**config.mk**
```make
export PLATFORM = sky130hd
export DESIGN_NAME = cp0_regfile
export DESIGN_NICKNAME = d
export VERILOG_FILES = /design/src/rtl/cp0_regfile_pkg.sv /design/src/rtl/cp0_timer.sv /design/src/rtl/cp0_regfile.sv
export SDC_FILE = /design/constraint.sdc
export NUM_CORES = 1
export LEC_CHECK = 0
export BUFFER_PORTS_ARGS = -buffer_cell sky130_fd_sc_hd__buf_2
export CORE_UTILIZATION = 50
export CTS_CLUSTER_DIAMETER = 200
export DETAILED_ROUTE_END_ITERATION = 7
export GPL_ROUTABILITY_DRIVEN = 0
export PLACE_DENSITY = 0.86
export RECOVER_POWER = 50
export SLEW_MARGIN = 20
export SYNTH_ARGS = -nofsm -noshare
export SYNTH_HDL_FRONTEND = slang
export SYNTH_HIERARCHICAL = 1
export SYNTH_SLANG_ARGS = --single-unit
```
**constraint.sdc**
```tcl
create_clock -name clk -period 2.4 [get_ports clk]
set_clock_uncertainty 0.2 [all_clocks]
set_input_delay 0.24 -clock clk [delete_from_list [all_inputs] [get_ports clk]]
set_output_delay 0.24 -clock clk [all_outputs]
set_load 0.005 [all_outputs]
```
**src/rtl/cp0_regfile_pkg.sv**
```systemverilog
// Shared CP0 definitions: register addresses, WB->CP0 bus layout, exception codes
// and the Status/Cause bit positions used by the register file.
package cp0_regfile_pkg;

    localparam logic [4:0] CP0_BADVADDR = 5'd8;
    localparam logic [4:0] CP0_COUNT    = 5'd9;
    localparam logic [4:0] CP0_COMPARE  = 5'd11;
    localparam logic [4:0] CP0_STATUS   = 5'd12;
    localparam logic [4:0] CP0_CAUSE    = 5'd13;
    localparam logic [4:0] CP0_EPC      = 5'd14;

    localparam logic [4:0] EXCODE_INT  = 5'h00;
    localparam logic [4:0] EXCODE_ADEL = 5'h04;
    localparam logic [4:0] EXCODE_ADES = 5'h05;
    localparam logic [4:0] EXCODE_SYS  = 5'h08;
    localparam logic [4:0] EXCODE_BP   = 5'h09;
    localparam logic [4:0] EXCODE_RI   = 5'h0a;
    localparam logic [4:0] EXCODE_OV   = 5'h0c;

    localparam int STATUS_BEV       = 22;
    localparam int STATUS_IM_LO     = 8;
    localparam int STATUS_EXL       = 1;
    localparam int STATUS_IE        = 0;
    localparam int CAUSE_BD         = 31;
    localparam int CAUSE_TI         = 30;
    localparam int CAUSE_IP_LO      = 8;
    localparam int CAUSE_EXCCODE_LO = 2;

    // Field order mirrors the 110-bit bus, MSB first.
    typedef struct packed {
        logic        ex;
        logic [4:0]  excode;
        logic [31:0] badvaddr;
        logic        bd;
        logic [31:0] pc;
        logic        mtc0_we;
        logic [4:0]  addr;
        logic [31:0] wdata;
        logic        eret;
    } cp0_bus_t;

    function automatic logic is_addr_excode(input logic [4:0] code);
        return (code == EXCODE_ADEL) || (code == EXCODE_ADES);
    endfunction

endpackage

```
**src/rtl/cp0_timer.sv**
```systemverilog
// CP0 timer: clock divider, Count, Compare and the sticky timer-interrupt flag.
module cp0_timer
    import cp0_regfile_pkg::*;
#(
    parameter int COUNT_DIV = 2
) (
    input  logic        clk,
    input  logic        resetn,
    input  logic        count_we,
    input  logic        compare_we,
    input  logic [31:0] wdata,
    output logic [31:0] count,
    output logic [31:0] compare,
    output logic        ti
);

    localparam logic [3:0] DIV_LAST = 4'(COUNT_DIV - 1);

    logic [3:0]  div_r;
    logic [31:0] count_r;
    logic [31:0] compare_r;
    logic        ti_r;

    // Divider and Count; a software load restarts the divide period.
    always_ff @(posedge clk or negedge resetn) begin
        if (!resetn) begin
            div_r   <= 4'd0;
            count_r <= 32'd0;
        end else if (count_we) begin
            div_r   <= 4'd0;
            count_r <= wdata;
        end else if (div_r == DIV_LAST) begin
            div_r   <= 4'd0;
            count_r <= count_r + 32'd1;
        end else begin
            div_r   <= div_r + 4'd1;
        end
    end

    // Compare register.
    always_ff @(posedge clk or negedge resetn) begin
        if (!resetn) begin
            compare_r <= 32'd0;
        end else if (compare_we) begin
            compare_r <= wdata;
        end
    end

    // TI: match uses pre-increment Count; a Compare write beats a match.
    always_ff @(posedge clk or negedge resetn) begin
        if (!resetn) begin
            ti_r <= 1'b0;
        end else if (compare_we) begin
            ti_r <= 1'b0;
        end else if (count_r == compare_r) begin
            ti_r <= 1'b1;
        end
    end

    assign count   = count_r;
    assign compare = compare_r;
    assign ti      = ti_r;

endmodule

```
**src/rtl/cp0_regfile.sv**
```systemverilog
// Coprocessor-0 register file: applies WB commits (exception, eret, mtc0),
// serves mfc0 reads, raises has_int and exposes EPC for eret redirect.
module cp0_regfile
    import cp0_regfile_pkg::*;
#(
    parameter int CP0_BUS_WD = 110,
    parameter int COUNT_DIV  = 2
) (
    input  logic                  clk,
    input  logic                  resetn,
    input  logic [CP0_BUS_WD-1:0] wb_to_cp0_register_bus,
    input  logic [5:0]            ext_int_in,
    output logic [31:0]           cp0_rdata,
    output logic                  has_int,
    output logic [31:0]           cp0_epc
);

    cp0_bus_t    bus_s;
    logic        eret_s;
    logic        mtc0_s;
    logic        wr_status_s;
    logic        wr_cause_s;
    logic        wr_epc_s;
    logic        wr_count_s;
    logic        wr_compare_s;
    logic [31:0] exc_epc_s;
    logic [31:0] status_s;
    logic [31:0] cause_s;
    logic [31:0] count_s;
    logic [31:0] compare_s;
    logic        ti_s;

    logic [7:0]  im_r;
    logic        exl_r;
    logic        ie_r;
    logic        bd_r;
    logic [5:0]  ip_hw_r;
    logic [1:0]  ip_sw_r;
    logic [4:0]  exccode_r;
    logic [31:0] epc_r;
    logic [31:0] badvaddr_r;

    assign bus_s = wb_to_cp0_register_bus;

    // An exception masks eret and mtc0; eret masks mtc0.
    assign eret_s       = ~bus_s.ex & bus_s.eret;
    assign mtc0_s       = ~bus_s.ex & ~bus_s.eret & bus_s.mtc0_we;
    assign wr_status_s  = mtc0_s & (bus_s.addr == CP0_STATUS);
    assign wr_cause_s   = mtc0_s & (bus_s.addr == CP0_CAUSE);
    assign wr_epc_s     = mtc0_s & (bus_s.addr == CP0_EPC);
    assign wr_count_s   = mtc0_s & (bus_s.addr == CP0_COUNT);
    assign wr_compare_s = mtc0_s & (bus_s.addr == CP0_COMPARE);
    assign exc_epc_s    = bus_s.bd ? (bus_s.pc - 32'd4) : bus_s.pc;

    cp0_timer #(
        .COUNT_DIV (COUNT_DIV)
    ) u_timer (
        .clk        (clk),
        .resetn     (resetn),
        .count_we   (wr_count_s),
        .compare_we (wr_compare_s),
        .wdata      (bus_s.wdata),
        .count      (count_s),
        .compare    (compare_s),
        .ti         (ti_s)
    );

    // Status: EXL set on exception, cleared by eret, otherwise software-writable.
    always_ff @(posedge clk or negedge resetn) begin
        if (!resetn) begin
            im_r  <= 8'd0;
            exl_r <= 1'b0;
            ie_r  <= 1'b0;
        end else if (bus_s.ex) begin
            exl_r <= 1'b1;
        end else if (eret_s) begin
            exl_r <= 1'b0;
        end else if (wr_status_s) begin
            im_r  <= bus_s.wdata[15:8];
            exl_r <= bus_s.wdata[1];
            ie_r  <= bus_s.wdata[0];
        end
    end

    // Exception capture; nested exceptions (EXL already set) keep EPC and BD.
    always_ff @(posedge clk or negedge resetn) begin
        if (!resetn) begin
            exccode_r  <= 5'd0;
            bd_r       <= 1'b0;
            epc_r      <= 32'd0;
            badvaddr_r <= 32'd0;
        end else if (bus_s.ex) begin
            exccode_r <= bus_s.excode;
            if (!exl_r) begin
                epc_r <= exc_epc_s;
                bd_r  <= bus_s.bd;
            end
            if (is_addr_excode(bus_s.excode)) begin
                badvaddr_r <= bus_s.badvaddr;
            end
        end else if (wr_epc_s) begin
            epc_r <= bus_s.wdata;
        end
    end

    // Pending-interrupt bits: hardware lines sampled every clock, software bits by mtc0.
    always_ff @(posedge clk or negedge resetn) begin
        if (!resetn) begin
            ip_hw_r <= 6'd0;
            ip_sw_r <= 2'd0;
        end else begin
            ip_hw_r <= {ext_int_in[5] | ti_s, ext_int_in[4:0]};
            if (wr_cause_s) begin
                ip_sw_r <= bus_s.wdata[9:8];
            end
        end
    end

    // Architectural views of Status and Cause; unimplemented bits read zero.
    always_comb begin
        status_s                                = 32'd0;
        status_s[STATUS_BEV]                    = 1'b1;
        status_s[STATUS_IM_LO +: 8]             = im_r;
        status_s[STATUS_EXL]                    = exl_r;
        status_s[STATUS_IE]                     = ie_r;
        cause_s                                 = 32'd0;
        cause_s[CAUSE_BD]                       = bd_r;
        cause_s[CAUSE_TI]                       = ti_s;
        cause_s[CAUSE_IP_LO +: 8]               = {ip_hw_r, ip_sw_r};
        cause_s[CAUSE_EXCCODE_LO +: 5]          = exccode_r;
    end

    // mfc0 read mux.
    always_comb begin
        cp0_rdata = 32'd0;
        case (bus_s.addr)
            CP0_BADVADDR: cp0_rdata = badvaddr_r;
            CP0_COUNT:    cp0_rdata = count_s;
            CP0_COMPARE:  cp0_rdata = compare_s;
            CP0_STATUS:   cp0_rdata = status_s;
            CP0_CAUSE:    cp0_rdata = cause_s;
            CP0_EPC:      cp0_rdata = epc_r;
            default:      cp0_rdata = 32'd0;
        endcase
    end

    assign has_int = ie_r & ~exl_r & (|({ip_hw_r, ip_sw_r} & im_r));
    assign cp0_epc = epc_r;

endmodule

```
==> results_dict.tcl <==
set metrics [dict create \
    status "complete, but fails checks" \
    violations "negative setup slack" \
    die_w_um 133 \
    io_pins 183 \
    tightest_slew_ns 1.49 \
    final_common_cell "buf_2" \
    grt-ovfl-total 0 \
    period_needed_ns 2.74 \
    die_height_um 133 \
    pwr-share-seq 0.447 \
    drt-pass1-iter-count 8 \
    intPower_w 0.00559 \
    p_sw_w 0.00258 \
    numCtsBuffers 17 \
    cellLeakagePower_nw 5.22 \
    yosysWarningCount 6 \
    synth-edff-count 0 \
    antenna_left 0 \
    critPathBufInv 1 \
    rsz0062_at_grt "true" \
    required_ns 2.56 \
    crit_fanout 3 \
    crit_path_end_kind "flop" \
    critPathTopFamily "simple AND/OR/NAND/NOR gates" \
    h-tree-depth 4 \
    grtUsageTotal 0.363 \
    syn_inst 817 \
    synth_area_um2 8530 \
    synth_ff_type "dfrtp_1" \
    synth-seq-cells 157 \
    area.growth.synth_to_final_pct 36.9 \
    cts_buffer_depth 2 \
    die_area_um2 17600 \
    drt-wirelength-per-cell_um 23.4 \
    via_per_inst 6.44 \
    arrival_ns 2.89 \
    hold_violations 0 \
    timing.final.setup_violations 13 \
    final_cell_mix "buf_2 (173), dfrtp_1 (157), dlygate4sd3_1 (92), nand2_1 (76), mux2_2 (70)" \
    synth.yosys.seq_area_share 0.461 \
    grt_pass1_vias 8686 \
    clock-sinks 157 \
    layout.nets 1241 \
    routed_wl_um 31600 \
    ir_drop_mv 0.433 \
    layout-drive-gt1-share 0.320 \
    num_rows 47 \
    p_comb_frac 0.229 \
    maxCapViolations 0 \
    grt_first_pass_wirelength_um 48600 \
    initial_utilization 0.513 \
    num_antenna_cells 0 \
    first_iter_violations 1273 \
    core_um2 16600 \
    p_per_area_nw_per_um2 699 \
    clkPwrFrac 0.325 \
    root_buffer "clkbuf_16" \
    period_share 1.14 \
    power_w 0.00817 \
    hold_path_class "in2reg" \
    worst-setup-path-type "reg2reg" \
    vias 8699 \
    dpl_worst_slack_ns -0.265 \
    drc 0 \
    tns_ns -2.51 \
    clkLatencyLatePin_ns 0.43 \
    drv_slew 0 \
    critPathSlowestCell "or4_4" \
    fin_ws_ns -0.335 \
    slew_headroom 0.00460 \
    cts_tree "done" \
    grt_max_degree 59 \
    crit_path_start_kind "flop" \
    dp_hpwl_um 20300 \
    fmax_mhz 366 \
    critPathMaxStageDelay_ns 0.56 \
    ys_types 52 \
    antenna_found_initial 0 \
    io_buffers 182 \
    synthArstFlopShare 1.00 \
    path_cells "inv_1 -> ha_2 -> or3b_4 -> or4_4 -> or3_1 -> or4_1 -> nand3_1" \
    syn-num-nets 939 \
    swShare 0.316 \
    syn_area_per_cell_um2 10.4 \
    clk_pin_slew_ns 0.06 \
]
final timing paths:
kind                                            start  cells after the start  slack, ns                            end
min                        wb_to_cp0_register_bus[49]                      3       0.03        cp0_epc[10]$_DFFE_PN0P_
min reg2reg                          bd_r$_DFFE_PN0P_                      2       0.30               bd_r$_DFFE_PN0P_
min in group asynchronous                      resetn                      2       0.51     badvaddr_r[16]$_DFFE_PN0P_
max                        u_timer/div_r[1]$_DFF_PN0_                      7      -0.34  u_timer/count[31]$_DFFE_PN0P_
max reg2reg                u_timer/div_r[1]$_DFF_PN0_                      7      -0.34  u_timer/count[31]$_DFFE_PN0P_
max in group asynchronous                      resetn                      3       0.26  u_timer/count[31]$_DFFE_PN0P_
cell type report:
| cell class | count | area [µm²] |
|---|---|---|
| Clock buffer | 20 | 447 |
| Clock inverter | 10 | 119 |
| Fill cell | 1107 | 4960 |
| Inverter | 11 | 41.3 |
| Multi-Input combinational cell | 598 | 4520 |
| Sequential cell | 157 | 3930 |
| Tap cell | 220 | 275 |
| Timing Repair Buffer | 334 | 2350 |
logic make-up (layout without fill, tap and decap cells):
group / after synthesis / after routing / share of synthesized area
AO/OA/AOI/OAI: 171 / 171 / 0.136
buffers and inverters: 62 / 375 / 0.0285
adder cells (fa/ha/maj): 4 / 4 / 0.00587
multiplexers: 88 / 88 / 0.115
flip-flops: 157 / 157 / 0.461
AND/OR/NAND/NOR: 245 / 245 / 0.161
XOR/XNOR: 90 / 90 / 0.0924
timing repair:
item | CTS | global route
gates resized for setup | 23 | 6
buffers inserted | 3 | 5
pin swaps | 11 | 9
setup endpoints to repair | 11 | 13
hold endpoints to repair | 197 | 0
hold buffers | 92 | 0
layer usage:
layer | track usage | vias up | share of wire
met3 | 0.0946 | 192 | 0.12
met2 | 0.582 | 727 | 0.46
met5 | 0 | - | 0
met1 | 0.449 | 4166 | 0.36
li1 | - | 3614 | -
met4 | 0.197 | 0 | 0.057
synthesized netlist by cell type, types with 12 or more instances:
cell | n | area, µm²
dfrtp_1 | 157 | 3930
nand2_1 | 76 | 285
mux2_2 | 72 | 811
xnor2_1 | 70 | 613
clkbuf_1 | 43 | 161
a22oi_1 | 39 | 293
o21ai_0 | 36 | 180
nand3_1 | 27 | 135
o21ai_1 | 25 | 125
nand4_1 | 20 | 125
xor2_1 | 20 | 175
a21oi_1 | 19 | 95.1
nor2_1 | 18 | 67.6
nor3b_1 | 16 | 120
a22o_1 | 15 | 131
nor4_1 | 15 | 93.8
a221o_1 | 14 | 140
nor3_1 | 12 | 60.1
metrics by stage:
| stage | std cells | hold slack (ns) | utilization | instance area [µm²] |
|---|---|---|---|---|
| 2_1_floorplan | 817 | -0.256 | - | 8560 |
| 3_3_place_gp | 1221 | 0.0489 | 0.605 | 10100 |
| 3_5_place_dp | 1221 | 0.0544 | 0.605 | 10100 |
| 4_1_cts | 1346 | 0.00548 | 0.701 | 11700 |
| 5_1_grt | 1350 | 0.0173 | 0.702 | 11700 |
| 6_report | 1350 | 0.0263 | 0.702 | 11700 |
flip-flops by register name, indices dropped and copies added, names as in the netlist:
| signal | cells |
|---|---|
| ip_hw_r | 6 |
| exccode_r | 5 |
| ip_sw_r | 2 |
| cp0_epc | 32 |
| exl_r | 1 |
| bd_r | 1 |
| u_timer/div_r | 4 |
| badvaddr_r | 32 |
| u_timer/compare | 32 |
| u_timer/ti | 1 |
| u_timer/count | 32 |
| ie_r | 1 |
| im_r | 8 |
tightest hold or removal path: stages:
cell	delay, ns
buf_2	0.10
xnor2_1	0.13
o21ai_1	0.14
power by group through the flow:
stage,logic [W],clock network [W],registers [W]
after floorplan,0.000842,0,0.00353
after global placement,0.00155,0,0.00361
after detailed placement,0.00160,0,0.00363
after CTS,0.00175,0.00265,0.00359
after global routing,0.00198,0.00277,0.00368
final,0.00187,0.00265,0.00365
Power figures use the tool's default switching activity.
